==> src/rtl/pong_pkg.sv <==
// Shared widths and encodings for the pong ball engine and its helpers.
package pong_pkg;

  localparam int unsigned H_ACTIVE_DEF = 640;
  localparam int unsigned V_ACTIVE_DEF = 480;

  localparam int unsigned COORD_W = 10;  // pixel coordinate
  localparam int unsigned NXT_W   = 11;  // next-position arithmetic
  localparam int unsigned EDGE_W  = 12;  // signed edge arithmetic with headroom
  localparam int unsigned SPEED_W = 3;   // pixels per tick, 1..7

  // game_state input encodings
  localparam logic [1:0] GS_IDLE  = 2'b00;
  localparam logic [1:0] GS_RUN   = 2'b01;
  localparam logic [1:0] GS_PAUSE = 2'b10;

  // ball FSM states
  localparam logic [1:0] ST_SERVE = 2'b00;
  localparam logic [1:0] ST_PLAY  = 2'b01;
  localparam logic [1:0] ST_OVER  = 2'b10;

  // winner encodings
  localparam logic [1:0] WIN_NONE = 2'b00;
  localparam logic [1:0] WIN_P1   = 2'b01;
  localparam logic [1:0] WIN_P2   = 2'b10;

endpackage

==> src/rtl/ball_axis.sv <==
// Single-axis ball motion: steps the centre by speed, reports the next edges
// and applies a reflection against the low or high bound when requested.
module ball_axis
  import pong_pkg::*;
#(
  parameter int unsigned HALF = 8
) (
  input  logic                     [COORD_W-1:0] pos,
  input  logic                                   dir,
  input  logic                     [SPEED_W-1:0] speed,
  input  logic                     [COORD_W-1:0] lo_bound,
  input  logic                     [COORD_W-1:0] hi_bound,
  input  logic                                   bounce_lo,
  input  logic                                   bounce_hi,
  output logic                     [COORD_W-1:0] pos_next,
  output logic                                   dir_next,
  output logic signed              [EDGE_W-1:0]  lo_edge,
  output logic signed              [EDGE_W-1:0]  hi_edge
);

  localparam logic signed [EDGE_W-1:0] HALF_E = EDGE_W'(HALF);

  logic [NXT_W-1:0] sum;

  // Unclamped next centre (dir=1 is increasing) and the resulting ball edges
  always_comb begin
    if (dir) sum = {1'b0, pos} + NXT_W'(speed);
    else     sum = {1'b0, pos} - NXT_W'(speed);
    lo_edge = $signed({sum[NXT_W-1], sum}) - HALF_E;
    hi_edge = $signed({sum[NXT_W-1], sum}) + HALF_E;
  end

  // Reflection parks the ball flush against the bound and turns it around
  always_comb begin
    pos_next = sum[COORD_W-1:0];
    dir_next = dir;
    if (bounce_lo) begin
      pos_next = lo_bound + COORD_W'(HALF);
      dir_next = 1'b1;
    end else if (bounce_hi) begin
      pos_next = hi_bound - COORD_W'(HALF);
      dir_next = 1'b0;
    end
  end

endmodule

==> src/rtl/ball_engine.sv <==
// Pong ball controller: serve timing, motion, wall/paddle bounces, scoring,
// win detection and the ball pixel mask.
module ball_engine
  import pong_pkg::*;
#(
  parameter int unsigned H_ACTIVE    = H_ACTIVE_DEF,
  parameter int unsigned V_ACTIVE    = V_ACTIVE_DEF,
  parameter int unsigned BALL_SIZE   = 16,
  parameter int unsigned PADDLE_W    = 16,
  parameter int unsigned PADDLE_H    = 80,
  parameter int unsigned MAX_SPEED   = 4,
  parameter int unsigned WIN_SCORE   = 7,
  parameter int unsigned SCORE_W     = 4,
  parameter int unsigned SERVE_TICKS = 500,
  parameter logic [11:0] BALL_RGB    = 12'h0FF
) (
  input  logic               clk,
  input  logic               reset,
  input  logic               tick,
  input  logic               new_game,
  input  logic [1:0]         game_state,
  input  logic [COORD_W-1:0] x,
  input  logic [COORD_W-1:0] y,
  input  logic [COORD_W-1:0] x_paddle1,
  input  logic [COORD_W-1:0] y_paddle1,
  input  logic [COORD_W-1:0] x_paddle2,
  input  logic [COORD_W-1:0] y_paddle2,
  output logic               ball_on,
  output logic [11:0]        rgb_ball,
  output logic [COORD_W-1:0] x_ball,
  output logic [COORD_W-1:0] y_ball,
  output logic [SCORE_W-1:0] p1_score,
  output logic [SCORE_W-1:0] p2_score,
  output logic [1:0]         winner
);

  localparam int unsigned HB    = BALL_SIZE / 2;
  localparam int unsigned HP    = PADDLE_W / 2;
  localparam int unsigned CNT_W = (SERVE_TICKS > 1) ? $clog2(SERVE_TICKS) : 1;

  localparam logic [COORD_W-1:0]       X_CTR   = COORD_W'(H_ACTIVE / 2);
  localparam logic [COORD_W-1:0]       Y_CTR   = COORD_W'(V_ACTIVE / 2);
  localparam logic signed [EDGE_W-1:0] H_EDGE  = EDGE_W'(H_ACTIVE);
  localparam logic signed [EDGE_W-1:0] V_EDGE  = EDGE_W'(V_ACTIVE);
  localparam logic signed [EDGE_W-1:0] HB_E    = EDGE_W'(HB);
  localparam logic signed [EDGE_W-1:0] REACH_E = EDGE_W'((PADDLE_H + BALL_SIZE) / 2);
  localparam logic signed [EDGE_W-1:0] ZERO_E  = '0;

  logic [1:0]         state, state_n;
  logic [CNT_W-1:0]   cnt, cnt_n;
  logic [SPEED_W-1:0] speed, speed_n;
  logic               dx, dx_n, dy, dy_n;
  logic [COORD_W-1:0] x_n, y_n;
  logic [SCORE_W-1:0] p1_n, p2_n, p1_inc, p2_inc;
  logic [1:0]         winner_n;

  logic [COORD_W-1:0]       x_lo_bound, x_hi_bound, x_pos_nx, y_pos_nx;
  logic                     x_dir_nx, y_dir_nx;
  logic signed [EDGE_W-1:0] x_lo_edge, x_hi_edge, y_lo_edge, y_hi_edge;
  logic signed [EDGE_W-1:0] d1, d2, a1, a2, xs, ys, xb, yb;
  logic                     p1_hit, p2_hit, miss_l, miss_r, wall_top, wall_bot, run;

  assign rgb_ball   = BALL_RGB;
  assign x_lo_bound = x_paddle1 + COORD_W'(HP);
  assign x_hi_bound = x_paddle2 - COORD_W'(HP);
  assign run        = tick && (game_state == GS_RUN);
  assign p1_inc     = p1_score + SCORE_W'(1);
  assign p2_inc     = p2_score + SCORE_W'(1);

  ball_axis #(.HALF(HB)) u_axis_x (
    .pos(x_ball), .dir(dx), .speed(speed),
    .lo_bound(x_lo_bound), .hi_bound(x_hi_bound),
    .bounce_lo(p1_hit), .bounce_hi(p2_hit),
    .pos_next(x_pos_nx), .dir_next(x_dir_nx),
    .lo_edge(x_lo_edge), .hi_edge(x_hi_edge)
  );

  ball_axis #(.HALF(HB)) u_axis_y (
    .pos(y_ball), .dir(dy), .speed(speed),
    .lo_bound('0), .hi_bound(COORD_W'(V_ACTIVE)),
    .bounce_lo(wall_top), .bounce_hi(wall_bot),
    .pos_next(y_pos_nx), .dir_next(y_dir_nx),
    .lo_edge(y_lo_edge), .hi_edge(y_hi_edge)
  );

  // Collision and scoring qualifiers; paddle hits only count toward the paddle
  always_comb begin
    d1       = $signed({2'b00, y_ball}) - $signed({2'b00, y_paddle1});
    d2       = $signed({2'b00, y_ball}) - $signed({2'b00, y_paddle2});
    a1       = d1[EDGE_W-1] ? -d1 : d1;
    a2       = d2[EDGE_W-1] ? -d2 : d2;
    p1_hit   = !dx && (x_lo_edge <= $signed({2'b00, x_lo_bound}))
               && (x_ball >= x_paddle1) && (a1 < REACH_E);
    p2_hit   = dx && (x_hi_edge >= $signed({2'b00, x_hi_bound}))
               && (x_ball <= x_paddle2) && (a2 < REACH_E);
    miss_l   = !p1_hit && !p2_hit && x_lo_edge[EDGE_W-1];
    miss_r   = !p1_hit && !p2_hit && (x_hi_edge >= H_EDGE);
    wall_top = y_lo_edge <= ZERO_E;
    wall_bot = y_hi_edge >= V_EDGE;
  end

  // Next-state and datapath update for one enabled tick
  always_comb begin
    state_n  = state;
    cnt_n    = cnt;
    speed_n  = speed;
    dx_n     = dx;
    dy_n     = dy;
    x_n      = x_ball;
    y_n      = y_ball;
    p1_n     = p1_score;
    p2_n     = p2_score;
    winner_n = winner;
    if (new_game) begin
      state_n  = ST_SERVE;
      cnt_n    = '0;
      speed_n  = SPEED_W'(1);
      x_n      = X_CTR;
      y_n      = Y_CTR;
      p1_n     = '0;
      p2_n     = '0;
      winner_n = WIN_NONE;
    end else if (run) begin
      case (state)
        ST_SERVE: begin
          if (cnt == CNT_W'(SERVE_TICKS - 1)) begin
            state_n = ST_PLAY;
            cnt_n   = '0;
          end else begin
            cnt_n = cnt + CNT_W'(1);
          end
        end
        ST_PLAY: begin
          x_n  = x_pos_nx;
          dx_n = x_dir_nx;
          y_n  = y_pos_nx;
          dy_n = y_dir_nx;
          if (p1_hit || p2_hit) begin
            speed_n = (speed >= SPEED_W'(MAX_SPEED)) ? SPEED_W'(MAX_SPEED)
                                                     : speed + SPEED_W'(1);
          end else if (miss_l || miss_r) begin
            x_n     = X_CTR;
            y_n     = Y_CTR;
            speed_n = SPEED_W'(1);
            cnt_n   = '0;
            dx_n    = miss_r;
            state_n = ST_SERVE;
            if (miss_l) begin
              p2_n = p2_inc;
              if (p2_inc == SCORE_W'(WIN_SCORE)) begin
                state_n  = ST_OVER;
                winner_n = WIN_P2;
              end
            end else begin
              p1_n = p1_inc;
              if (p1_inc == SCORE_W'(WIN_SCORE)) begin
                state_n  = ST_OVER;
                winner_n = WIN_P1;
              end
            end
          end
        end
        ST_OVER: state_n = ST_OVER;
        default: state_n = ST_SERVE;
      endcase
    end
  end

  // State and datapath registers
  always_ff @(posedge clk or negedge reset) begin
    if (!reset) begin
      state    <= ST_SERVE;
      cnt      <= '0;
      speed    <= SPEED_W'(1);
      dx       <= 1'b1;
      dy       <= 1'b1;
      x_ball   <= X_CTR;
      y_ball   <= Y_CTR;
      p1_score <= '0;
      p2_score <= '0;
      winner   <= WIN_NONE;
    end else begin
      state    <= state_n;
      cnt      <= cnt_n;
      speed    <= speed_n;
      dx       <= dx_n;
      dy       <= dy_n;
      x_ball   <= x_n;
      y_ball   <= y_n;
      p1_score <= p1_n;
      p2_score <= p2_n;
      winner   <= winner_n;
    end
  end

  // Pixel mask: exactly BALL_SIZE pixels per axis, hidden once the game is over
  always_comb begin
    xs      = $signed({2'b00, x});
    ys      = $signed({2'b00, y});
    xb      = $signed({2'b00, x_ball});
    yb      = $signed({2'b00, y_ball});
    ball_on = (state != ST_OVER)
              && (xs >= xb - HB_E) && (xs < xb + HB_E)
              && (ys >= yb - HB_E) && (ys < yb + HB_E);
  end

endmodule

==> config.mk <==
export PLATFORM = sky130hd
export DESIGN_NAME = ball_engine
export DESIGN_NICKNAME = d
export VERILOG_FILES = /design/src/rtl/pong_pkg.sv /design/src/rtl/ball_axis.sv /design/src/rtl/ball_engine.sv
export SDC_FILE = /design/constraint.sdc
export NUM_CORES = 1
export LEC_CHECK = 0
export CAP_MARGIN = 15
export CORE_ASPECT_RATIO = 0.5
export CORE_MARGIN = 4
export CORE_UTILIZATION = 62
export CTS_CLUSTER_SIZE = 12
export DETAILED_ROUTE_END_ITERATION = 10
export PLACE_DENSITY = 0.89
export SYNTH_ARGS = -nofsm -noshare
export SYNTH_HDL_FRONTEND = slang
export SYNTH_SLANG_ARGS = --single-unit
export TNS_END_PERCENT = 5
==> constraint.sdc <==
create_clock -name clk -period 10.6 [get_ports clk]
set_clock_uncertainty 0.2 [all_clocks]
set_input_delay 2.12 -clock clk [delete_from_list [all_inputs] [get_ports clk]]
set_output_delay 2.12 -clock clk [all_outputs]
set_load 0.02 [all_outputs]
==> impl_metrics.json, run 1 <==
{
  "synthAdderAreaFrac_pct": 21.2,
  "async_flop_share_pct": 100,
  "cts_setup_buffers": 0,
  "drive_gt1_share_pct": 5.32,
  "yosysSeqAreaShare_pct": 14.3,
  "cts.path.max_buffers": 2,
  "synth_compound_area_share_pct": 24.9,
  "grt_antenna_before_repair": 0,
  "dp_cells": 1270,
  "die_h_um": 88.9,
  "dieArea_sq_um": 15100,
  "ir_worst_vdd_uv": 106,
  "insertion_delay_ns": 0.29,
  "powerDensity_nw_per_um2": 117,
  "drt-initial-drc-count": 796,
  "fmax_mhz": 132,
  "grt_pass1_vias": 7727,
  "synthTopCellsByCount": "ha_1 (130), nor2_1 (89), inv_1 (84)",
  "post-route-period-util_pct": 71.3,
  "cp-end-kind": "primary output",
  "rows": 29,
  "synth_top_area_cell": "ha_1",
  "synth_top_flop_cell": "dfrtp_1",
  "rsz0062_at_grt": "false",
  "synth-xor-area-share_pct": 8.15,
  "final_net_count": 1307,
  "leakage_uw": 0.00420,
  "drv_cap": 0,
  "grt_usage_pct": 29.7,
  "synth_seq_cells": 46,
  "cts_hold_buffers": 0,
  "worstMarginPinSlew_ns": 1.06,
  "area_delta_synth_final_pct": 14.7,
  "cts-resized-gates": 0,
  "grt-ovfl-total": 0,
  "crit_path_start_kind": "primary input",
  "htreeDepth": 2,
  "cts_tree": "yes",
  "grt_pass1_wl_mm": 36.8,
  "synth_edf_count": 0,
  "syn_avg_cell_area_sq_um": 7.87,
  "root_buffer": "clkbuf_16",
  "wl_mm": 22.9,
  "vias": 8245,
  "clk_pin_slew_ns": 0.06,
  "finalPower_uw": 1090,
  "die_w_um": 170,
  "yosys.cell_count.top_type": "ha_1",
  "cts_sinks": 46,
  "synth.distinct_cells": 90,
  "setup_viol": 0,
  "dpl.hpwl_mm": 18.3,
  "gp_congestion": 0.938,
  "cp.required_ns": 8.28,
  "grt_max_degree": 47,
  "crit_arrival_ns": 5.24,
  "io_buffers": 96,
  "critPathKind": "in -> out",
  "yosys_warnings": 0,
  "drcViolationCount": 0,
  "finalHoldViolCount": 0,
  "antenna_cells": 0,
  "firstDrtPassIters": 5,
  "slew_headroom_pct": 29.3,
  "start_util_pct": 63.6,
  "synth_top_family_by_area": "compound AO/OA/AOI/OAI gates",
  "drt-vias-per-instance": 6.45,
  "muxShareOfSynthArea_pct": 2.28,
  "worstHoldPathType": "reg -> reg",
  "tns_ns": 0,
  "syn_inst": 1030,
  "synth_top_area_share_pct": 20.1,
  "ioPinCount": 109,
  "cp_max_fo": 2,
  "core-area_sq_um": 12700,
  "stdcell_count": 1278,
  "fin_crit_ns": 7.56,
  "netlist_top_cells_area": "ha_1 (20%), dfrtp_1 (11%), xnor2_1 (4.9%), nor2_1 (4.1%), inv_1 (3.9%)",
  "wl_per_cell_um": 17.9,
  "netlist_area_sq_um": 8110,
  "ant_nets": 0,
  "cts_made_buffers": 5,
  "outcome": "finished, final reports clean",
  "synthSimpleGateAreaFrac_pct": 22.8,
  "finalMaxSlewViolations": 0
}
[layout make-up]
cell class	instances	area, sq um
clock buffer	8	166
sequential	46	1160
fill	948	3440
inverter	84	315
tap	170	213
multi-input combinational	872	6470
timing repair buffer	98	971
[per-layer routing]
metal  global-route usage [%]  share of wire [%]  vias up
met3                     6.29                 10       52
met5                        0                  0        -
met4                     6.36                1.5        0
met1                     40.1                 44     3825
met2                     49.6                 44      405
li1                         -                  -     3963
[per-stage QoR]
stage	cell area, sq um	setup WS [ns]	hold slack, ns	utilization [%]
after floorplan	8140	3.89	0.298	-
after global placement	9130	3.07	0.317	71.7
after detailed placement	9130	3.05	0.327	71.7
after CTS	9300	3.03	0.342	73.0
final	9300	3.04	0.340	73.0
after global routing	9300	2.77	0.359	73.0
[path summary, 6_finish.rpt]
| kind | slack [ns] | end | from | cells past startpoint |
|---|---|---|---|---|
| worst max-delay path | 3.04 | ball_on | y[1] | 13 |
| worst min-delay path | 0.34 | dy | dy | 2 |
| worst max register to register | 3.36 | x_ball[2] | speed[0] | 21 |
| worst min register to register | 0.34 | dy | dy | 2 |
| max in group asynchronous | 7.72 | y_ball[8] | reset | 1 |
| min in group asynchronous | 1.82 | cnt[6] | reset | 1 |
[registers in the layout, indices dropped and copies added, names as in the netlist]
| register | count |
|---|---|
| x_ball | 10 |
| y_ball | 10 |
| cnt | 9 |
| p1_score | 4 |
| p2_score | 4 |
| speed | 3 |
| state | 2 |
| winner | 2 |
| dx | 1 |
| dy | 1 |
[cells in the final DEF (no fill, tap or decap), types with 26 or more instances in the layout]
| master | n |
|---|---|
| ha_1 | 130 |
| clkdlybuf4s50_1 | 95 |
| nor2_1 | 89 |
| inv_1 | 84 |
| nand2_1 | 64 |
| a21oi_1 | 49 |
| xnor2_1 | 45 |
| nor3_1 | 40 |
| o21ai_0 | 38 |
| nand3_1 | 37 |
| dfrtp_1 | 37 |
| xor2_1 | 26 |
[cell families (layout without fill, tap and decap cells)]
group           after synthesis  in the layout
buf+inv                     122            190
other cells                   2             12
fa+ha+maj                   135            135
simple gates                357            357
flops                        46             46
mux                          17             17
xor+xnor                     73             73
compound gates              278            278
[worst max-delay path, cell delays in order]
cell	delay [ns]
clkdlybuf4s50_1	0.42
ha_1	0.31
nor2b_1	0.13
o21a_1	0.16
o21a_1	0.17
o21a_1	0.18
o21a_1	0.17
o21a_1	0.17
o21a_1	0.16
o21ai_0	0.15
a21oi_1	0.09
nor4_1	0.36
clkdlybuf4s50_1	0.67
[report_power, final]
| group | internal (uW) | switching, uW | leakage (uW) |
|---|---|---|---|
| Sequential | 186 | 21.7 | 0.000609 |
| Combinational | 292 | 418 | 0.00351 |
| Clock | 107 | 65.8 | 0.0000832 |
Power figures use the tool's default switching activity.
==> run 2, diff against run 1 <==
CORE_UTILIZATION = 52   (was 62)
PLACE_DENSITY = 0.79   (was 0.89)
clock period = 6.5 ns   (was 10.6 ns; I/O delays follow)
==> run 2 against run 1 <==
  * Critical path depth rose by 12
  * Hold slack improved by 0.0021 ns
  * Global-route usage fell by 2.0 points
  * Worst setup slack got worse by 2.8 ns
  * Die area rose by 18%
  * Clock-buffer cell count fell by 3
  * Clock power rose by 77%
  * Sequential share of layout area fell by 0.33 points
  * Combinational power rose by 69%
  * Design area rose by 2.7%
  * Critical endpoint is now p1_score[3]
==> impl_metrics.json, run 2 (synthesis gave the netlist of run 1 again) <==
{
  "fin_crit_ns": 6.29,
  "slew_headroom_pct": 36.1,
  "met2_usage_pct": 45.9,
  "grt_antenna_before_repair": 0,
  "internal_power_uw": 986,
  "n_fill_cell": 1319,
  "setup_ws_ns": 0.205,
  "rows": 31,
  "start_util_pct": 54.6,
  "layout_commonest_cell": "ha_1",
  "dieArea_sq_um": 17800,
  "crit_slowest_cell": "or4_1",
  "area_delta_synth_final_pct": 17.8,
  "ff2ff_setup_slack_ns": 0.21,
  "grt_usage_pct": 27.7,
  "insertion_delay_ns": 0.30,
  "worstMarginPinSlew_ns": 0.957,
  "cp.required_ns": 6.48,
  "post-place-ws_ns": 0.185,
  "grt-ovfl-total": 0,
  "cts.path.max_buffers": 2,
  "finalPower_uw": 1840,
  "cts_sinks": 46,
  "ir_worst_vdd_uv": 124,
  "mostFrequentLayoutCells": "ha_1 (129), clkdlybuf4s50_1 (95), nor2_1 (89)",
  "crit_arrival_ns": 6.28,
  "clk_pin_slew_ns": 0.07,
  "die_w_um": 185,
  "worstHoldEndpoint": "dy",
  "cts_made_buffers": 5,
  "powerDensity_nw_per_um2": 193,
  "ant_nets": 0,
  "antenna_cells": 0,
  "root_buffer": "clkbuf_16",
  "io_buffers": 96,
  "finalMaxSlewViolations": 0,
  "r2r_cells": 25,
  "cp-end-kind": "flip-flop",
  "drive_gt1_share_pct": 7.94,
  "cts_hold_buffers": 0,
  "drv_cap": 0,
  "r2r-end": "p1_score[3]",
  "tns_ns": 0,
  "drt-initial-drc-count": 646,
  "hold_path_depth": 2,
  "top_regs": "x_ball x10, y_ball x10, cnt x9",
  "post-route-period-util_pct": 96.8,
  "cpMostUsedCell": "buf_4",
  "core-area_sq_um": 14900,
  "cp_max_fo": 7,
  "leakage_uw": 0.00432,
  "grt_use_met3_pct": 4.72,
  "cts_tree": "yes",
  "fmax_mhz": 159,
  "seq_power_share_pct": 18.1,
  "met1_usage_pct": 38.5,
  "path_delay_family": "compound AO/OA/AOI/OAI gates",
  "crit_path_start_kind": "flip-flop",
  "outcome": "finished, final reports clean",
  "die_h_um": 96.3,
  "drcViolationCount": 0,
  "critPathKind": "reg -> reg",
  "comb_power_share_pct": 65.3,
  "grt_pass1_wl_mm": 39.8,
  "drt-vias-per-instance": 6.26,
  "min-delay-start": "dy",
  "dpl.hpwl_mm": 19.9,
  "htreeDepth": 2,
  "hold_slack_ns": 0.343,
  "worstHoldPathType": "reg -> reg",
  "gr-max-usage-layer": "met2",
  "grt_pass1_vias": 7946,
  "finalHoldViolCount": 0,
  "firstDrtPassIters": 5,
  "wl_mm": 24.9,
  "final_net_count": 1332,
  "crit_buf_inv": 4,
  "wl_per_cell_um": 18.7,
  "ioPinCount": 109,
  "reg2reg_from": "speed[0]",
  "switching_share_pct": 46.5,
  "vias": 8327,
  "grt_max_degree": 39,
  "gp_congestion": 0.981,
  "setup_viol": 0,
  "switchingPower_uw": 859,
  "cp_slowest_stage_delay_ns": 0.58,
  "power.share.clock_pct": 16.6
}
==> run 2: cell count changes in the layout (fill, tap and decap cells not counted), moves of 2 or more <==
cell and change:
a21oi_2 +2, a21oi_1 -2, clkbuf_8 -3, buf_4 +25
==> run 2: worst max path at each step <==
stage          startpoint           to  slack (ns)  cells after the start
4_1_cts          speed[0]    x_ball[2]        0.13                     24
6_report         speed[0]  p1_score[3]        0.21                     25
5_1_grt          speed[0]  p1_score[3]      -0.009                     25
3_5_place_dp     speed[0]    x_ball[2]        0.19                     24
2_1_floorplan    speed[0]     state[0]        0.46                     22
3_3_place_gp     speed[0]  p1_score[3]        0.33                     24
==> run 2: timing repair <==
action / in CTS / in global routing
setup endpoints to repair: 0 / 39
setup buffers: 0 / 5
resized for setup: 0 / 8
==> run 2: metal layers <==
metal	share of wire, %	wire length [um]
met1	45	11300
met2	44	10900
met3	9.6	2390
met4	1.3	316
met5	0	0
==> run 2: power groups by stage <==
stage          Combinational [uW]  Clock (uW)  Sequential, uW
2_1_floorplan                 853           0             329
3_3_place_gp                 1120           0             338
3_5_place_dp                 1150           0             339
4_1_cts                      1160         307             333
5_1_grt                      1340         320             336
6_report                     1200         306             334
==> run 2: tightest hold or removal path, delay by kind of cell, from the launching register on <==
kind,cells,cell delay (ns)
compound gates,2,0.14
flops,1,0.40
==> run 2: cell type report <==
type                            instances  area, sq um  share of cell area [%]
Clock buffer                            5          125                    1.31
Clock inverter                          3         43.8                   0.459
Inverter                               84          315                    3.30
Multi-Input combinational cell        872         6490                    68.0
Sequential cell                        46         1160                    12.2
Tap cell                              198          248                    2.59
Timing Repair Buffer                  123         1160                    12.1
==> run 2: per-stage QoR <==
| stage | util [%] | cell area (sq um) | cells |
|---|---|---|---|
| final | 64.3 | 9550 | 1331 |
| after global routing | 64.3 | 9550 | 1331 |
| after CTS | 63.8 | 9480 | 1326 |
| after detailed placement | 62.7 | 9310 | 1318 |
| after global placement | 62.7 | 9310 | 1318 |
| after floorplan | - | 8140 | 1040 |
==> run 3, diff against run 2 <==
CORE_UTILIZATION = 53   (was 52)
CTS_BUF_LIST = sky130_fd_sc_hd__clkbuf_2 sky130_fd_sc_hd__clkbuf_4 sky130_fd_sc_hd__clkbuf_8   (was not set)
PLACE_DENSITY = 0.8   (was 0.79)
==> run 3 against run 2 <==
  * Sequential share of layout area rose by 0.061 points
  * Hold slack better by 0.0035 ns
  * Worst setup slack better by 0.074 ns
  * Non-clock buffer count stayed put
  * Sequential power about the same
  * Combinational power about the same
  * Flip-flop and latch count stayed put
  * Critical path depth down 3
  * Clock power fell by 39%
  * Maximum frequency up 1.2%
  * Global-route usage grew 0.32 points
  * Cell count unchanged
  * Critical endpoint is now state[0]
  * Largest cell class unchanged
  * Largest power group unchanged
  * Highest routed layer unchanged
==> impl_metrics.json, run 3 (synthesis gave the netlist of run 1 again) <==
{
  "cp.required_ns": 6.51,
  "design_area_sq_um": 9500,
  "outcome": "finished, final reports clean",
  "ant_nets": 0,
  "crit_arrival_ns": 6.23,
  "finalMaxSlewViolations": 0,
  "cpMostUsedCell": "ha_1",
  "cts_sinks": 46,
  "setup_ws_ns": 0.280,
  "core-area_sq_um": 14700,
  "cp-end-kind": "flip-flop",
  "cts_tree": "yes",
  "fin_crit_ns": 6.22,
  "post-place-ws_ns": 0.0374,
  "finalHoldViolCount": 0,
  "r2r-end": "state[0]",
  "clk_pin_slew_ns": 0.10,
  "slew_headroom_pct": 31.3,
  "grt_pass1_wl_mm": 39.8,
  "root_buffer": "clkbuf_8",
  "multi_input_area_sq_um": 6520,
  "worstMarginPinSlew_ns": 1.03,
  "drv_cap": 0,
  "hold_path_depth": 2,
  "vias": 8519,
  "htreeDepth": 2,
  "powerDensity_nw_per_um2": 182,
  "cts.path.max_buffers": 2,
  "fmax_mhz": 161,
  "area_delta_synth_final_pct": 17.2,
  "grt_antenna_before_repair": 0,
  "finalPower_uw": 1730,
  "tns_ns": 0,
  "die_w_um": 183,
  "cp_max_fo": 7,
  "n_fill_cell": 1269,
  "grt_pass1_vias": 8108,
  "worstHoldEndpoint": "dy",
  "ff_latch_area_sq_um": 1160,
  "dieArea_sq_um": 17500,
  "antenna_cells": 0,
  "crit_path_start_kind": "flip-flop",
  "gp_congestion": 0.970,
  "cp_slowest_stage_delay_ns": 0.54,
  "grt_usage_pct": 28.0,
  "crit_slowest_cell": "dfstp_2",
  "reg2reg_from": "speed[0]",
  "critPathKind": "reg -> reg",
  "wl_mm": 25.4,
  "grt-ovfl-total": 0,
  "ioPinCount": 109,
  "insertion_delay_ns": 0.31,
  "min-delay-start": "dy",
  "drive_gt1_share_pct": 8.30,
  "drt-initial-drc-count": 668,
  "wl_per_cell_um": 19.1,
  "hold_slack_ns": 0.346,
  "top_regs": "x_ball x10, y_ball x10, cnt x9",
  "worstHoldPathType": "reg -> reg",
  "leakage_uw": 0.00429,
  "setup_viol": 0,
  "mostFrequentLayoutCells": "ha_1 (129), clkdlybuf4s50_1 (95), nor2_1 (88)",
  "die_h_um": 95.4,
  "drcViolationCount": 0,
  "ir_worst_vdd_uv": 106,
  "final_net_count": 1332,
  "dpl.hpwl_mm": 20.1,
  "cts_made_buffers": 5,
  "io_buffers": 96,
  "ff2ff_setup_slack_ns": 0.28,
  "firstDrtPassIters": 5,
  "rows": 31,
  "drt-vias-per-instance": 6.40,
  "grt_max_degree": 47,
  "start_util_pct": 55.1,
  "r2r_cells": 22,
  "layout_commonest_cell": "ha_1",
  "post-route-period-util_pct": 95.7,
  "crit_chain": "inv_1 -> ha_1 -> mux2_2 -> ha_1 -> a21o_1 -> and4_4 -> o41ai_4 -> xnor2_1 -> nand2_1 -> nor2_1 -> xnor2_1 -> ha_1 -> o211ai_1 -> o21a_1 -> nor2_1 -> or3b_2 -> a221oi_2 -> nand4_1 -> buf_4 -> a31o_1 -> a221oi_2 -> mux2_1",
  "placed_area_sq_um": 9300
}
## run 3: routing by layer
layer / GRT usage (%) / wire (um)
met2: 48.4 / 11300
met1: 37.5 / 11300
met4: 6.07 / 325
met3: 4.38 / 2380
met5: 0 / 0
## run 3: power breakdown
| part | internal, uW | leakage, uW | switching (uW) |
|---|---|---|---|
| clock | 77.1 | 0.0000408 | 111 |
| combinational | 505 | 0.00364 | 701 |
| sequential | 302 | 0.000609 | 31.0 |
## run 3: final cells by class
class	instances	share of cell area [%]
Clock buffer	5	0.724
Inverter	84	3.32
Timing Repair Buffer	123	12.2
Sequential cell	46	12.2
Tap cell	198	2.61
Multi-Input combinational cell	872	68.7
Clock inverter	3	0.250
## run 3: per-stage QoR
step / utilization (%) / cells
global placement: 63.3 / 1316
detailed placement: 63.3 / 1316
finish: 64.6 / 1331
CTS: 63.9 / 1324
floorplan: - / 1040
global route: 64.6 / 1331
## run 3: worst max path at each step
stage                   from     endpoint  slack [ns]
global placement    speed[0]    x_ball[7]        0.23
CTS                 speed[0]    x_ball[7]        0.03
finish              speed[0]     state[0]        0.28
floorplan           speed[0]     state[0]        0.46
detailed placement  speed[0]     state[0]        0.04
global route        speed[0]  p1_score[3]       -0.08
## run 3: critical path, delay by kind of cell, from the launching register on
family	cells	cell delay, ns
AO/OA/AOI/OAI	7	1.83
XOR/XNOR	2	0.38
adder cells (fa/ha/maj)	3	1.00
buffers and inverters	2	0.27
flip-flops	1	0.54
multiplexers	2	0.66
AND/OR/NAND/NOR	6	1.24
## run 3: repair_timing
item                       CTS  global route
setup buffers                0             7
setup endpoints to repair    1            44
resized for setup            1            12
pin swaps                    0             8
hold buffers                 0             0
